$ cat config.mk
export PLATFORM = sky130hd
export DESIGN_NAME = serial_to_parallel_5bit_rx_flat
export DESIGN_NICKNAME = d
export VERILOG_FILES = /design/src/rtl/serial_to_parallel_5bit_rx_if.sv /design/src/rtl/serial_to_parallel_5bit_rx.sv /design/src/flat_wrapper.sv
export SDC_FILE = /design/constraint.sdc
export NUM_CORES = 1
export LEC_CHECK = 0
export ABC_AREA = 1
export CORE_AREA = 2 2 42 44
export CTS_BUF_LIST = sky130_fd_sc_hd__clkbuf_2
export CTS_CLUSTER_SIZE = 12
export DETAILED_ROUTE_END_ITERATION = 16
export DIE_AREA = 0 0 44 46
export HOLD_SLACK_MARGIN = 0.12
export PLACE_DENSITY = 0.84
export RECOVER_POWER = 100
export SLEW_MARGIN = 40
export SYNTH_ARGS = -nofsm -noshare
export SYNTH_HDL_FRONTEND = slang
export SYNTH_SLANG_ARGS = --single-unit
$ cat constraint.sdc
create_clock -name clk -period 1.7 [get_ports clk]
set_clock_uncertainty 0.15 [all_clocks]
set_input_delay 0.255 -clock clk [delete_from_list [all_inputs] [get_ports clk]]
set_output_delay 0.255 -clock clk [all_outputs]
set_load 0.01 [all_outputs]
$ cat src/rtl/serial_to_parallel_5bit_rx_if.sv
// Interface bundling the serial link inputs and the word-side outputs of
// serial_to_parallel_5bit_rx. Optional macro S2P_PARITY_CHECK_EN adds parity_err.
interface serial_to_parallel_5bit_rx_if #(
    parameter int unsigned WIDTH = 5
) ();
    logic             serial_in;
    logic             bit_en;
    logic             frame_start;
    logic [WIDTH-1:0] data_out;
    logic             data_valid;
    logic             busy;
    logic             frame_abort;
`ifdef S2P_PARITY_CHECK_EN
    logic             parity_err;
`endif

    // Link driver / word consumer side
    modport master (
        output serial_in,
        output bit_en,
        output frame_start,
        input  data_out,
        input  data_valid,
        input  busy,
        input  frame_abort
`ifdef S2P_PARITY_CHECK_EN
        , input parity_err
`endif
    );

    // Receiver side
    modport slave (
        input  serial_in,
        input  bit_en,
        input  frame_start,
        output data_out,
        output data_valid,
        output busy,
        output frame_abort
`ifdef S2P_PARITY_CHECK_EN
        , output parity_err
`endif
    );
endinterface

$ cat src/rtl/serial_to_parallel_5bit_rx.sv
// Receive end of the LSB-first serial link: assembles WIDTH qualified bits into
// a word, presents it with a one-cycle data_valid pulse, and flags frames that
// are restarted by frame_start with a one-cycle frame_abort pulse.
// Optional macro S2P_PARITY_CHECK_EN: an even-parity bit follows the data bits
// (PAR state) and parity_err reports the mismatch alongside data_valid.
module serial_to_parallel_5bit_rx #(
    parameter int unsigned WIDTH = 5
) (
    input logic                           clk,
    input logic                           rst_n,
    serial_to_parallel_5bit_rx_if.slave   link
);

    localparam int unsigned CNT_W = $clog2(WIDTH + 1);
    localparam logic [CNT_W-1:0] CNT_LAST = CNT_W'(WIDTH - 1);

    localparam logic [1:0] ST_IDLE = 2'd0;
    localparam logic [1:0] ST_RECV = 2'd1;
`ifdef S2P_PARITY_CHECK_EN
    localparam logic [1:0] ST_PAR  = 2'd2;
`endif

    logic [1:0]       state,        state_nxt;
    logic [WIDTH-1:0] sr,           sr_nxt;
    logic [CNT_W-1:0] cnt,          cnt_nxt;
    logic [WIDTH-1:0] data_out_q,   data_out_nxt;
    logic             data_valid_q, data_valid_nxt;
    logic             busy_q,       busy_nxt;
    logic             frame_abort_q, frame_abort_nxt;
`ifdef S2P_PARITY_CHECK_EN
    logic             parity_err_q, parity_err_nxt;
`endif

    logic [WIDTH-1:0] sr_shift;

    // New bit enters at the MSB; after WIDTH shifts bit 0 sits at sr[0]
    assign sr_shift = {link.serial_in, sr[WIDTH-1:1]};

    // Next-state and next-output decode
    always_comb begin
        state_nxt       = state;
        sr_nxt          = sr;
        cnt_nxt         = cnt;
        data_out_nxt    = data_out_q;
        data_valid_nxt  = 1'b0;
        frame_abort_nxt = 1'b0;
`ifdef S2P_PARITY_CHECK_EN
        parity_err_nxt  = 1'b0;
`endif
        case (state)
            ST_IDLE: begin
                if (link.bit_en && link.frame_start) begin
                    sr_nxt    = sr_shift;
                    cnt_nxt   = CNT_W'(1);
                    state_nxt = ST_RECV;
                end
            end
            ST_RECV: begin
                if (link.bit_en) begin
                    sr_nxt = sr_shift;
                    if (link.frame_start) begin
                        // Restart: current bit is bit 0 of the new frame
                        cnt_nxt         = CNT_W'(1);
                        frame_abort_nxt = 1'b1;
                    end else if (cnt == CNT_LAST) begin
`ifdef S2P_PARITY_CHECK_EN
                        cnt_nxt   = cnt + CNT_W'(1);
                        state_nxt = ST_PAR;
`else
                        data_out_nxt   = sr_shift;
                        data_valid_nxt = 1'b1;
                        cnt_nxt        = '0;
                        state_nxt      = ST_IDLE;
`endif
                    end else begin
                        cnt_nxt = cnt + CNT_W'(1);
                    end
                end
            end
`ifdef S2P_PARITY_CHECK_EN
            ST_PAR: begin
                if (link.bit_en) begin
                    if (link.frame_start) begin
                        sr_nxt          = sr_shift;
                        cnt_nxt         = CNT_W'(1);
                        frame_abort_nxt = 1'b1;
                        state_nxt       = ST_RECV;
                    end else begin
                        // sr already holds the full word; this bit is parity only
                        data_out_nxt   = sr;
                        data_valid_nxt = 1'b1;
                        parity_err_nxt = ^{sr, link.serial_in};
                        cnt_nxt        = '0;
                        state_nxt      = ST_IDLE;
                    end
                end
            end
`endif
            default: begin
                state_nxt = ST_IDLE;
                cnt_nxt   = '0;
            end
        endcase
        busy_nxt = (state_nxt != ST_IDLE);
    end

    // State and output registers
    always_ff @(posedge clk or negedge rst_n) begin
        if (!rst_n) begin
            state         <= ST_IDLE;
            sr            <= '0;
            cnt           <= '0;
            data_out_q    <= '0;
            data_valid_q  <= 1'b0;
            busy_q        <= 1'b0;
            frame_abort_q <= 1'b0;
`ifdef S2P_PARITY_CHECK_EN
            parity_err_q  <= 1'b0;
`endif
        end else begin
            state         <= state_nxt;
            sr            <= sr_nxt;
            cnt           <= cnt_nxt;
            data_out_q    <= data_out_nxt;
            data_valid_q  <= data_valid_nxt;
            busy_q        <= busy_nxt;
            frame_abort_q <= frame_abort_nxt;
`ifdef S2P_PARITY_CHECK_EN
            parity_err_q  <= parity_err_nxt;
`endif
        end
    end

    assign link.data_out    = data_out_q;
    assign link.data_valid  = data_valid_q;
    assign link.busy        = busy_q;
    assign link.frame_abort = frame_abort_q;
`ifdef S2P_PARITY_CHECK_EN
    assign link.parity_err  = parity_err_q;
`endif

endmodule
$ cat src/flat_wrapper.sv
// flat-port wrapper written by rule: the top's interface ports become plain ports
module serial_to_parallel_5bit_rx_flat 
#(
    parameter int unsigned WIDTH = 5
)
  (clk, rst_n, link_serial_in, link_bit_en, link_frame_start, link_data_out, link_data_valid, link_busy, link_frame_abort);
  serial_to_parallel_5bit_rx_if #(.WIDTH(WIDTH)) link_i ();
  input logic clk;
  input logic rst_n;
  input wire logic [$bits(link_i.serial_in)-1:0] link_serial_in;
  input wire logic [$bits(link_i.bit_en)-1:0] link_bit_en;
  input wire logic [$bits(link_i.frame_start)-1:0] link_frame_start;
  output wire logic [$bits(link_i.data_out)-1:0] link_data_out;
  output wire logic [$bits(link_i.data_valid)-1:0] link_data_valid;
  output wire logic [$bits(link_i.busy)-1:0] link_busy;
  output wire logic [$bits(link_i.frame_abort)-1:0] link_frame_abort;
  assign link_i.serial_in = link_serial_in;
  assign link_i.bit_en = link_bit_en;
  assign link_i.frame_start = link_frame_start;
  assign link_data_out = link_i.data_out;
  assign link_data_valid = link_i.data_valid;
  assign link_busy = link_i.busy;
  assign link_frame_abort = link_i.frame_abort;
  serial_to_parallel_5bit_rx #(.WIDTH(WIDTH)) u_core (.clk(clk), .rst_n(rst_n), .link(link_i));
endmodule
==> results of run 1 <==
power by group through the flow:
stage | Combinational, mW | Sequential [mW] | Clock (mW)
after global routing | 0.111 | 0.461 | 0.202
after floorplan | 0.0554 | 0.464 | 0
after CTS | 0.105 | 0.458 | 0.195
after global placement | 0.0982 | 0.465 | 0
final | 0.0971 | 0.458 | 0.192
after detailed placement | 0.102 | 0.466 | 0
what timing repair did:
item                                   4_1_cts  5_1_grt
gates resized for setup                      0        0
hold buffers                                 1        0
endpoints found under the hold margin       17        0
registers in the layout, summed over array words and instances (netlist names):
| register | flops |
|---|---|
| u_core.cnt | 3 |
| u_core.link.busy | 1 |
| u_core.link.data_out | 5 |
| u_core.link.data_valid | 1 |
| u_core.link.frame_abort | 1 |
| u_core.sr | 4 |
| u_core.state | 2 |
cells in the final DEF, fill, tap and decap left out:
master	Yosys	layout
clkbuf_2	0	4
nor2_8	1	1
nand3_1	3	4
nor2_1	2	3
ha_1	2	2
dlygate4sd3_1	0	2
conb_1	1	1
nand2_4	2	1
inv_1	10	12
clkdlybuf4s50_1	0	11
o22ai_1	2	2
a21oi_1	1	1
o21ai_1	7	2
nand2_2	1	2
clkinv_2	0	1
dfrtp_1	17	17
nor2_4	1	1
nand2_1	24	24
o21ai_0	3	9
path summary, 6_finish.rpt:
path	from	to	cells after the start
max in group asynchronous	rst_n	u_core.cnt[2]$_DFFE_PN0P_	3
worst max-delay path	u_core.link.data_out[1]$_DFFE_PN0P_	link_data_out[1]	1
min in group asynchronous	rst_n	u_core.link.busy$_DFF_PN0_	3
worst max register to register	u_core.cnt[0]$_DFFE_PN0P_	u_core.link.data_out[3]$_DFFE_PN0P_	8
worst min-delay path	link_serial_in	u_core.sr[4]$_DFFE_PN0P_	3
worst min register to register	u_core.link.data_out[0]$_DFFE_PN0P_	u_core.link.data_out[0]$_DFFE_PN0P_	2
cells by family (layout without fill, tap and decap cells):
logic type	count (synthesis)	in the layout
compound gates	14	14
fa+ha+maj	2	2
buf+inv	12	30
flops	17	17
other cells	1	1
simple gates	36	36
metal layers:
metal / track usage (%) / vias up / wire length (um) / part of all wire [%]
li1: - / 289 / - / -
met1: 18.0 / 265 / 618 / 46
met2: 24.7 / 15 / 651 / 48
met3: 3.57 / 4 / 42 / 3.1
met4: 12.1 / 0 / 44 / 3.2
met5: 0 / - / 0 / 0
per-stage QoR:
stage          setup slack (ns)  cell area [um2]  hold WS [ns]  cells  total power [mW]
3_3_place_gp              0.156              918         0.315    112             0.563
3_5_place_dp              0.120              918         0.327    112             0.568
5_1_grt                 0.00591              925         0.355    117             0.773
4_1_cts                  0.0483              948         0.348    117             0.758
6_report                 0.0552              925         0.336    117             0.747
2_1_floorplan             0.366              769        -0.191     82             0.519
worst register-to-register path: stages (launching register included):
cell	delay, ns
dfrtp_1	0.43
inv_1	0.06
ha_1	0.23
nand2_1	0.18
nor2_8	0.05
nand2_2	0.15
inv_1	0.09
nand2_1	0.07
nand2_1	0.04
area by class of cell:
cell class | instances | area, um2
inverter | 12 | 45.0
clock buffer | 3 | 15.0
tap | 17 | 21.3
clock inverter | 1 | 5.00
fill | 152 | 689
timing repair buffer | 14 | 135
multi-input combinational | 53 | 278
sequential | 17 | 425
==> flow_summary.toml, run 1 <==
[synthesis]
synth_mux_area_share_pct = 0
ys_warn_count = 0
synth_fp_nets = 89
async_reset_ff_share_pct = 100
synth_fa_ha_area_share_pct = 3.25
synth_xor_area_share_pct = 0
yosys.area_share.simple_pct = 24.6
synth_top_family_by_area = "simple AND/OR/NAND/NOR gates"
synth_common_cells = "nand2_1, dfrtp_1, inv_1"
netlist_instances = 82
synth_seq_cells = 17
post_synth_num_cell_types = 20
yosysSeqAreaShare_pct = 55.3
synth_most_common_cell = "nand2_1"
syn_avg_cell_area_um2 = 9.38
synth_top_area_cell = "dfrtp_1"
synth_compound_area_share_pct = 9.92
yosys-top-cells-area = "dfrtp_1, nand2_1, inv_1"
synth_flop_cell = "dfrtp_1"
synth_edf_count = 0
synth_top_area_share_pct = 55.3
syn-cell-area_um2 = 769

[finish]
drive_above_1_share_pct = 10.0
n_antenna_cell = 0
fin_nets = 108
utilization_pct = 57.3
syn_to_final_growth_pct = 20.2

[timing]
hold_viol_final = 0
fin_tns_setup_ns = 0
period_share_pct = 96.8
clock.fmax_mhz = 608
report.final.slew_viol_count = 0
fin_crit_ns = 1.64
grt_setup_unrepaired = "false"
setup_violations = 0

[critical_path]
crit_family = "buffers and inverters"
slowest_stage = "clkdlybuf4s50_1"
cp_num_buf_inv = 1
end_kind = "primary output"
r2r_slack_ns = 0.17
critPathMaxFanout = 2
crit_type = "flop to primary output"
worst-endpoint-required_ns = 1.29
critPathArrivalTime_ns = 1.24
crit_chain = "clkdlybuf4s50_1"
worstSetupStartpointType = "flop"
slowest_delay_ns = 0.53

[global_routing]
grt_pass1_wl_um = 2190
grt_pass1_vias = 551
grt_max_degree = 18
grt-ovfl-total = 0
antenna_found_initial = 0
grt_use_total_pct = 15.5

[pwr]
comb_power_share_pct = 13.0
clockPowerShare_pct = 25.7
switching_share_pct = 28.9
power.density_mw_per_mm2 = 808
p_int_mw = 0.531
p_seq_share_pct = 61.3
ir_drop_uv = 342
p_leak_nw = 0.487
p_sw_mw = 0.216

[clock_tree]
h-tree-depth = 1
cts_tree = "built"
numCtsBuffers = 3
cts_buffer_depth = 2
insertion_delay_ns = 0.31
cts_root_buf = "clkbuf_2"
clkTransAtPathRegs_ns = 0.17
cts_setup_buffers = 0
cts_num_sinks = 17

[floorplanning]
ios = 13
fp.dieW_um = 44
rows = 15
die_y_um = 46
initial_core_util_pct = 47.7
core-area_mm2 = 0.00161
dieArea_mm2 = 0.00202

[detailed_routing]
routed_wl_um = 1360
ant_nets = 0
drt_iter0_markers = 14
drc = 0
wl_per_cell_um = 11.6
vias = 573
drtPass1Iterations = 4
vias_per_cell = 4.90

[placement]
hpwl_um = 984
port_buffers = 12
gp_congestion = 0.804

[hold_path]
hp-class = "primary input to flop"

[status]
outcome = "completed"

[run]
drv_cap = 0
Note: power is estimated with default switching activity, not from simulation.
==> inputs of run 2 (changes only) <==
--- a/config.mk
+++ b/config.mk
@@ -11,7 +11,6 @@
 export CTS_CLUSTER_SIZE = 12
 export DETAILED_ROUTE_END_ITERATION = 16
 export DIE_AREA = 0 0 44 46
-export HOLD_SLACK_MARGIN = 0.12
 export PLACE_DENSITY = 0.84
 export RECOVER_POWER = 100
 export SLEW_MARGIN = 40
==> run 2 against run 1 <==
Count of clock-buffer cells in the layout unchanged. First-iteration DRC count unchanged. Power fell by 0.39%. Worst setup slack better by 0.0010 ns.
==> flow_summary.toml, run 2 (synthesized netlist as in run 1, its figures left out) <==
[pwr]
ir_drop_uv = 341
p_leak_nw = 0.480
power.density_mw_per_mm2 = 814
power_mw = 0.744

[floorplanning]
ios = 13
dieArea_mm2 = 0.00202
initial_core_util_pct = 47.7
rows = 15
fp.dieW_um = 44
core-area_mm2 = 0.00161
die_y_um = 46

[detailed_routing]
ant_nets = 0
drc = 0
routed_wl_um = 1340
wl_per_cell_um = 11.5
drtPass1Iterations = 4
vias_per_cell = 4.94
drt_iter0_markers = 14
vias = 573

[finish]
utilization_pct = 56.6
n_fill_cell = 155
syn_to_final_growth_pct = 18.7
seq_area_um2 = 425
largest_reg_flops = 5
fin_nets = 107
multi_input_area_um2 = 278
final_common_cell = "nand2_1"
final_cell_mix = "nand2_1, dfrtp_1, inv_1"
post-route-cell-area_um2 = 913
final_cell_count_no_fill = 116
drive_above_1_share_pct = 9.09
n_antenna_cell = 0

[run]
drv_cap = 0

[placement]
dp_cells = 112
port_buffers = 12
hpwl_um = 984
place_area_um2 = 918
gp_congestion = 0.804
pre_cts_ws_ns = 0.120

[timing]
report.final.slew_viol_count = 0
clock.fmax_mhz = 608
grt_setup_unrepaired = "false"
setup_ws_ns = 0.0562
fin_crit_ns = 1.64
hold_viol_final = 0
hold_ws_ns = 0.337
fin_tns_setup_ns = 0
period_share_pct = 96.7
tightest_slew_ns = 0.872
slew_headroom_pct = 41.9
setup_violations = 0

[hold_path]
hp-class = "primary input to flop"
min_path_cells = 3

[critical_path]
worst-endpoint-required_ns = 1.29
cp.depth = 1
cp_num_buf_inv = 1
slowest_delay_ns = 0.53
crit_chain = "clkdlybuf4s50_1"
rr_worst_depth = 8
critPathMaxFanout = 2
critPathArrivalTime_ns = 1.24
end_kind = "primary output"
worstSetupStartpointType = "flop"
crit_type = "flop to primary output"
slowest_stage = "clkdlybuf4s50_1"
crit_family = "buffers and inverters"

[global_routing]
grt_max_degree = 18
grt_use_total_pct = 15.3
grt-ovfl-total = 0
grt_pass1_vias = 539
grt_pass1_wl_um = 2160
antenna_found_initial = 0

[clock_tree]
numCtsBuffers = 3
insertion_delay_ns = 0.31
ctsResizeCount = 0
cts_root_buf = "clkbuf_2"
clkTransAtPathRegs_ns = 0.17
h-tree-depth = 1
postCtsHoldBufs = 0
cts_buffer_depth = 2
cts_num_sinks = 17
cts_setup_buffers = 0
cts_tree = "built"

[status]
outcome = "completed"
-- run 2: cell count changes in the layout (fill, tap and decap cells not counted) --
cell,change
clkbuf_2,-1
clkbuf_1,+1
dlygate4sd3_1,-1
-- run 2: report_power, final --
part	internal, mW	switching [mW]
Clock	0.0533	0.138
Sequential	0.436	0.0215
Combinational	0.0398	0.0550
-- run 2: cell type report --
cell class	count	area share, %
sequential	17	46.6
tap	17	2.33
timing repair buffer	13	13.6
clock buffer	3	1.64
clock inverter	1	0.548
multi-input combinational	53	30.4
inverter	12	4.93
-- run 2: worst paths after layout --
check | start | end | slack, ns
setup / recovery | u_core.link.data_out[1]$_DFFE_PN0P_ | link_data_out[1] | 0.06
hold / removal | link_serial_in | u_core.sr[4]$_DFFE_PN0P_ | 0.34
hold reg to reg | u_core.link.data_out[0]$_DFFE_PN0P_ | u_core.link.data_out[0]$_DFFE_PN0P_ | 0.35
min in group asynchronous | rst_n | u_core.link.busy$_DFF_PN0_ | 0.39
setup reg to reg | u_core.cnt[0]$_DFFE_PN0P_ | u_core.link.data_out[3]$_DFFE_PN0P_ | 0.18
max in group asynchronous | rst_n | u_core.cnt[2]$_DFFE_PN0P_ | 0.49
-- run 2: per-layer routing --
metal / vias up / wire (um) / GRT usage, %
met5: - / 0 / 0
met4: 0 / 44 / 12.1
met3: 4 / 47 / 3.57
met2: 19 / 642 / 24.1
met1: 263 / 603 / 18.0
li1: 287 / - / -
==> inputs of run 3 (changes only) <==
--- a/config.mk
+++ b/config.mk
@@ -6,12 +6,13 @@
 export NUM_CORES = 1
 export LEC_CHECK = 0
 export ABC_AREA = 1
-export CORE_AREA = 2 2 42 44
+export CORE_AREA = 2 2 39 41
 export CTS_BUF_LIST = sky130_fd_sc_hd__clkbuf_2
-export CTS_CLUSTER_SIZE = 12
+export CTS_CLUSTER_SIZE = 16
 export DETAILED_ROUTE_END_ITERATION = 16
-export DIE_AREA = 0 0 44 46
-export PLACE_DENSITY = 0.84
+export DIE_AREA = 0 0 41 43
+export DONT_BUFFER_PORTS = 1
+export PLACE_DENSITY = 0.82
 export RECOVER_POWER = 100
 export SLEW_MARGIN = 40
 export SYNTH_ARGS = -nofsm -noshare
==> run 3 against run 2 <==
Die area decreased by 13%. Non-clock buffer count fell by 7. Critical path type is now primary input to flop. Highest routed layer unchanged. Clock power down 6%. Critical endpoint is now u_core.link.frame_abort$_DFF_PN0_. Cell count decreased by 6.9%.
==> flow_summary.toml, run 3 (synthesized netlist as in run 1, its figures left out) <==
[critical_path]
rr_worst_depth = 8
end_kind = "flop"
cp.depth = 4
worst-endpoint-required_ns = 1.77
cpMostUsedCell = "dlygate4sd3_1"
critPathMaxFanout = 4
crit_type = "primary input to flop"
slowest_delay_ns = 0.57
crit_chain = "dlygate4sd3_1, nand2_1, dlygate4sd3_1, nor2_1"
slowest_stage = "dlygate4sd3_1"
worstSetupStartpointType = "primary input"
cp_num_buf_inv = 2
crit_family = "buffers and inverters"
r2r_slack_ns = 0.19
critPathArrivalTime_ns = 1.63

[placement]
place_area_um2 = 790
port_buffers = 0
gp_congestion = 0.781
hpwl_um = 958

[floorplanning]
ios = 13
core-area_mm2 = 0.00138
initial_core_util_pct = 55.6
die_y_um = 43
dieArea_mm2 = 0.00176
fp.dieW_um = 41
rows = 14

[timing]
grt_setup_unrepaired = "false"
report.final.slew_viol_count = 0
clock.fmax_mhz = 643
tightest_slew_ns = 0.888
slew_headroom_pct = 40.8
setup_violations = 0
fin_crit_ns = 1.56
fin_tns_setup_ns = 0
period_share_pct = 91.5
hold_viol_final = 0

[finish]
n_antenna_cell = 0
final_common_cell = "nand2_1"
final_cell_mix = "nand2_1, dfrtp_1, inv_1, o21ai_0, dlygate4sd3_1"
drive_above_1_share_pct = 10.9
syn_to_final_growth_pct = 9.92
fin_nets = 100
post-route-cell-area_um2 = 846
utilization_pct = 61.1
largest_reg_flops = 5
n_fill_cell = 121

[global_routing]
antenna_found_initial = 0
grt_max_degree = 18
grt_use_total_pct = 20.1
grt-ovfl-total = 0
grt_pass1_wl_um = 2360
grt_pass1_vias = 588

[pwr]
clockPowerShare_pct = 25.0
power_mw = 0.722
p_leak_nw = 0.458
switching_share_pct = 26.8
ir_drop_uv = 560
p_int_mw = 0.529
comb_power_share_pct = 11.2
p_seq_share_pct = 63.8
power.density_mw_per_mm2 = 854
p_sw_mw = 0.193

[hold_path]
hp-class = "primary input to flop"
min_path_cells = 3

[detailed_routing]
routed_wl_um = 1370
vias = 558
vias_per_cell = 5.17
wl_per_cell_um = 12.6
ant_nets = 0
drc = 0
drtPass1Iterations = 6
drt_iter0_markers = 11

[clock_tree]
cts_num_sinks = 17
cts_tree = "built"
h-tree-depth = 1
numCtsBuffers = 3
insertion_delay_ns = 0.29
cts_buffer_depth = 2
clkTransAtPathRegs_ns = 0.16
cts_root_buf = "clkbuf_2"

[status]
outcome = "completed"

[run]
drv_cap = 0
run 3: metal layers:
layer / track usage (%) / up-vias / part of all wire [%]
met4: 8.67 / 0 / 1.4
met5: 0 / - / 0
li1: - / 277 / -
met1: 22.0 / 263 / 42
met3: 7.85 / 4 / 4.0
met2: 32.5 / 14 / 52
run 3: final cells by class:
| type | instances | area [um2] | share of cell area [%] |
|---|---|---|---|
| Clock buffer | 4 | 20.0 | 2.37 |
| Inverter | 12 | 46.3 | 5.47 |
| Multi-Input combinational cell | 53 | 280 | 33.1 |
| Sequential cell | 17 | 425 | 50.3 |
| Tap cell | 16 | 20.0 | 2.37 |
| Timing Repair Buffer | 6 | 53.8 | 6.36 |
run 3: power groups by stage:
stage | clock network, mW | logic (mW) | registers, mW
5_1_grt | 0.207 | 0.0945 | 0.466
6_report | 0.180 | 0.0810 | 0.461
3_5_place_dp | 0 | 0.0681 | 0.469
3_3_place_gp | 0 | 0.0648 | 0.469
4_1_cts | 0.184 | 0.0859 | 0.461
2_1_floorplan | 0 | 0.0554 | 0.464
run 3: worst register-to-register path, stage by stage, from the launching register on:
cell and delay [ns]:
dfrtp_1 0.41, inv_1 0.06, ha_1 0.22, nand2_1 0.17
nor2_8 0.05, nand2_4 0.11, clkinvlp_2 0.13, nand2_1 0.08
nand2_1 0.05
run 3: metrics by stage:
| stage | cells | hold WS (ns) | setup WS, ns |
|---|---|---|---|
| floorplan | 82 | -0.191 | 0.366 |
| global placement | 98 | -0.190 | 0.322 |
| detailed placement | 98 | -0.190 | 0.268 |
| CTS | 107 | 0.0267 | 0.186 |
| global route | 108 | 0.0211 | 0.0888 |
| finish | 108 | 0.0372 | 0.144 |
run 3: timing repair:
| action | CTS | global route |
|---|---|---|
| hold buffers | 5 | 1 |
| endpoints found under the hold margin | 22 | 17 |
| buffers inserted | 0 | 0 |
| gates resized for setup | 0 | 0 |
run 3: final timing paths:
path	startpoint	end
max	link_frame_start	u_core.link.frame_abort$_DFF_PN0_
min	link_frame_start	u_core.link.data_out[4]$_DFFE_PN0P_
max reg2reg	u_core.cnt[0]$_DFFE_PN0P_	u_core.link.data_out[0]$_DFFE_PN0P_
min reg2reg	u_core.sr[3]$_DFFE_PN0P_	u_core.sr[2]$_DFFE_PN0P_
max in group asynchronous	rst_n	u_core.cnt[0]$_DFFE_PN0P_
min in group asynchronous	rst_n	u_core.link.data_out[1]$_DFFE_PN0P_
==> variant (config.mk and constraints of run 3) <==
`WIDTH` is set to 5 in 3 places; all go to 6.
--- a/src/rtl/serial_to_parallel_5bit_rx_if.sv
+++ b/src/rtl/serial_to_parallel_5bit_rx_if.sv
@@ -1,7 +1,7 @@
 // Interface bundling the serial link inputs and the word-side outputs of
 // serial_to_parallel_5bit_rx. Optional macro S2P_PARITY_CHECK_EN adds parity_err.
 interface serial_to_parallel_5bit_rx_if #(
-    parameter int unsigned WIDTH = 5
+    parameter int unsigned WIDTH = 6
 ) ();
     logic             serial_in;
     logic             bit_en;
--- a/src/rtl/serial_to_parallel_5bit_rx.sv
+++ b/src/rtl/serial_to_parallel_5bit_rx.sv
@@ -4,7 +4,7 @@
 // Optional macro S2P_PARITY_CHECK_EN: an even-parity bit follows the data bits
 // (PAR state) and parity_err reports the mismatch alongside data_valid.
 module serial_to_parallel_5bit_rx #(
-    parameter int unsigned WIDTH = 5
+    parameter int unsigned WIDTH = 6
 ) (
     input logic                           clk,
     input logic                           rst_n,
--- a/src/flat_wrapper.sv
+++ b/src/flat_wrapper.sv
@@ -1,7 +1,7 @@
 // flat-port wrapper written by rule: the top's interface ports become plain ports
 module serial_to_parallel_5bit_rx_flat 
 #(
-    parameter int unsigned WIDTH = 5
+    parameter int unsigned WIDTH = 6
 )
   (clk, rst_n, link_serial_in, link_bit_en, link_frame_start, link_data_out, link_data_valid, link_busy, link_frame_abort);
   serial_to_parallel_5bit_rx_if #(.WIDTH(WIDTH)) link_i ();
Ports: changed (resized link_data_out); port bits go from 13 to 14. The function was not compared with the original's and may differ.
==> variant against run 3 <==
- fmax increased by 2.7%
- final area increased by 5.8%
- setup slack improved by 0.041 ns
- sequential share of layout area increased by 2.9 points
- hold slack got worse by 0.014 ns
- sequential cell count increased by 2
- wire length increased by 13%
- synthesized area increased by 11%
- total power increased by 10%
- critical endpoint is now u_core.sr[3]
- largest power group unchanged
- highest routed layer unchanged
==> variant: results (changes against run 3) <==
- The run finished with clean final reports.
- By area the synthesized netlist is led by sky130_fd_sc_hd__dfrtp_1 56%, sky130_fd_sc_hd__nand2_1 11%, sky130_fd_sc_hd__inv_1 5.7%.
- Counting instances in the post-synthesis netlist gives the leading cell types as 25 x sky130_fd_sc_hd__nand2_1, 19 x sky130_fd_sc_hd__dfrtp_1, 13 x sky130_fd_sc_hd__inv_1.
- The first-pass iteration count of the detailed router came to 4 (-2).
- The number of DRC violations after detailed-routing iteration 0 is 12 (+1).
- The detailed-routing wirelength on met1 is 650 µm (+12%).
- The met3 track demand over resource came to 0.09424 (+0.01571).
- The number of flip-flops under the largest register name came to 6 (+1).
- The wire length on met2 came to 793 µm (+11%).
- The unique cell type count in the Yosys netlist is 17 (-15%).
- The half-perimeter wire length after detailed placement is 1028 µm (+7.3%).
- The via-per-instance ratio is 5.457 (+5.6%).
- The met1 routing resource usage after global routing is 0.2803 (+0.05994).
- The depth of the worst register-to-register path is 4 (-4).
- The met3 wire length is 68 µm (+26%).
- The worst slew slack as a fraction of its limit came to 0.3327 (-0.07535).
- The critical path's top delay family is simple AND/OR/NAND/NOR gates.
- The share of the yosys chip area belonging to registers is 0.5588 (+0.005978).
- The clock latency on the worst-skew pair was 0.32 ns (+0.03 ns).
- The global-route wire length before repair is 2704 µm (+15%).
- The final weighted congestion in routability-driven placement is 0.7939 (+1.7%).
- The post-synthesis net count is 98 (+10%).
- The total number of H-tree levels is 1 (unchanged).
- The share of cells above drive strength 1 is 0.1000 (-0.008696).
- The post-route fraction of the period consumed by the critical path is 0.8911 (-0.02410).
- The peak supply drop is 0.4735 mV (-15%).
- The most critical setup path has its startpoint at u_core.state[0].
- The met2 global-route usage came to 0.3438 (+0.01875).
- The worst slack after detailed placement is 0.2386 ns (-0.02930 ns).
- The routed length per placed instance is 13.28 µm (+5.0%).
- The register clock-pin slew on the reported worst setup and hold paths was 0.19 ns (+0.03 ns).
- The maximum number of pins on one net before global-route repair is 20 (+2).
- The number of global-route vias before repair is 661 (+12%).
- The smallest hold slack came to 0.02355 ns (-0.01365 ns).
- The critical-path maximum fanout is 11 (+7).
- The number of vias in the routed layout was 633 (+13%).
- The slowest library cell on the worst path is sky130_fd_sc_hd__dfrtp_1.
- The depth of the worst hold-timing path was 4 (+1).
variant: cells by family (layout without fill, tap and decap cells):
logic type | count (synthesis) | count (layout) | share of synthesized area
AND/OR/NAND/NOR | 44 | 44 | 0.2485
flip-flops | 19 | 19 | 0.5588
buffers and inverters | 16 | 23 | 0.08383
AO/OA/AOI/OAI | 13 | 13 | 0.1044
other | 1 | 1 | 0.004408
variant: area by class of cell:
| type | instances | area, µm² | share of cell area |
|---|---|---|---|
| Tap cell | 16 | 20.02 | 0.02238 |
| Timing Repair Buffer | 5 | 43.79 | 0.04895 |
| Clock inverter | 1 | 5.005 | 0.005594 |
| Sequential cell | 19 | 475.5 | 0.5315 |
| Inverter | 14 | 52.55 | 0.05874 |
| Multi-Input combinational cell | 58 | 282.8 | 0.3161 |
| Clock buffer | 3 | 15.01 | 0.01678 |
variant: report_power, final:
part	total [µW]	internal, µW	switching [µW]	leakage (µW)
Sequential	513	487	25.7	0.000252
Combinational	85.0	27.4	57.6	0.000201
Clock	198	53.3	144	0.0000164
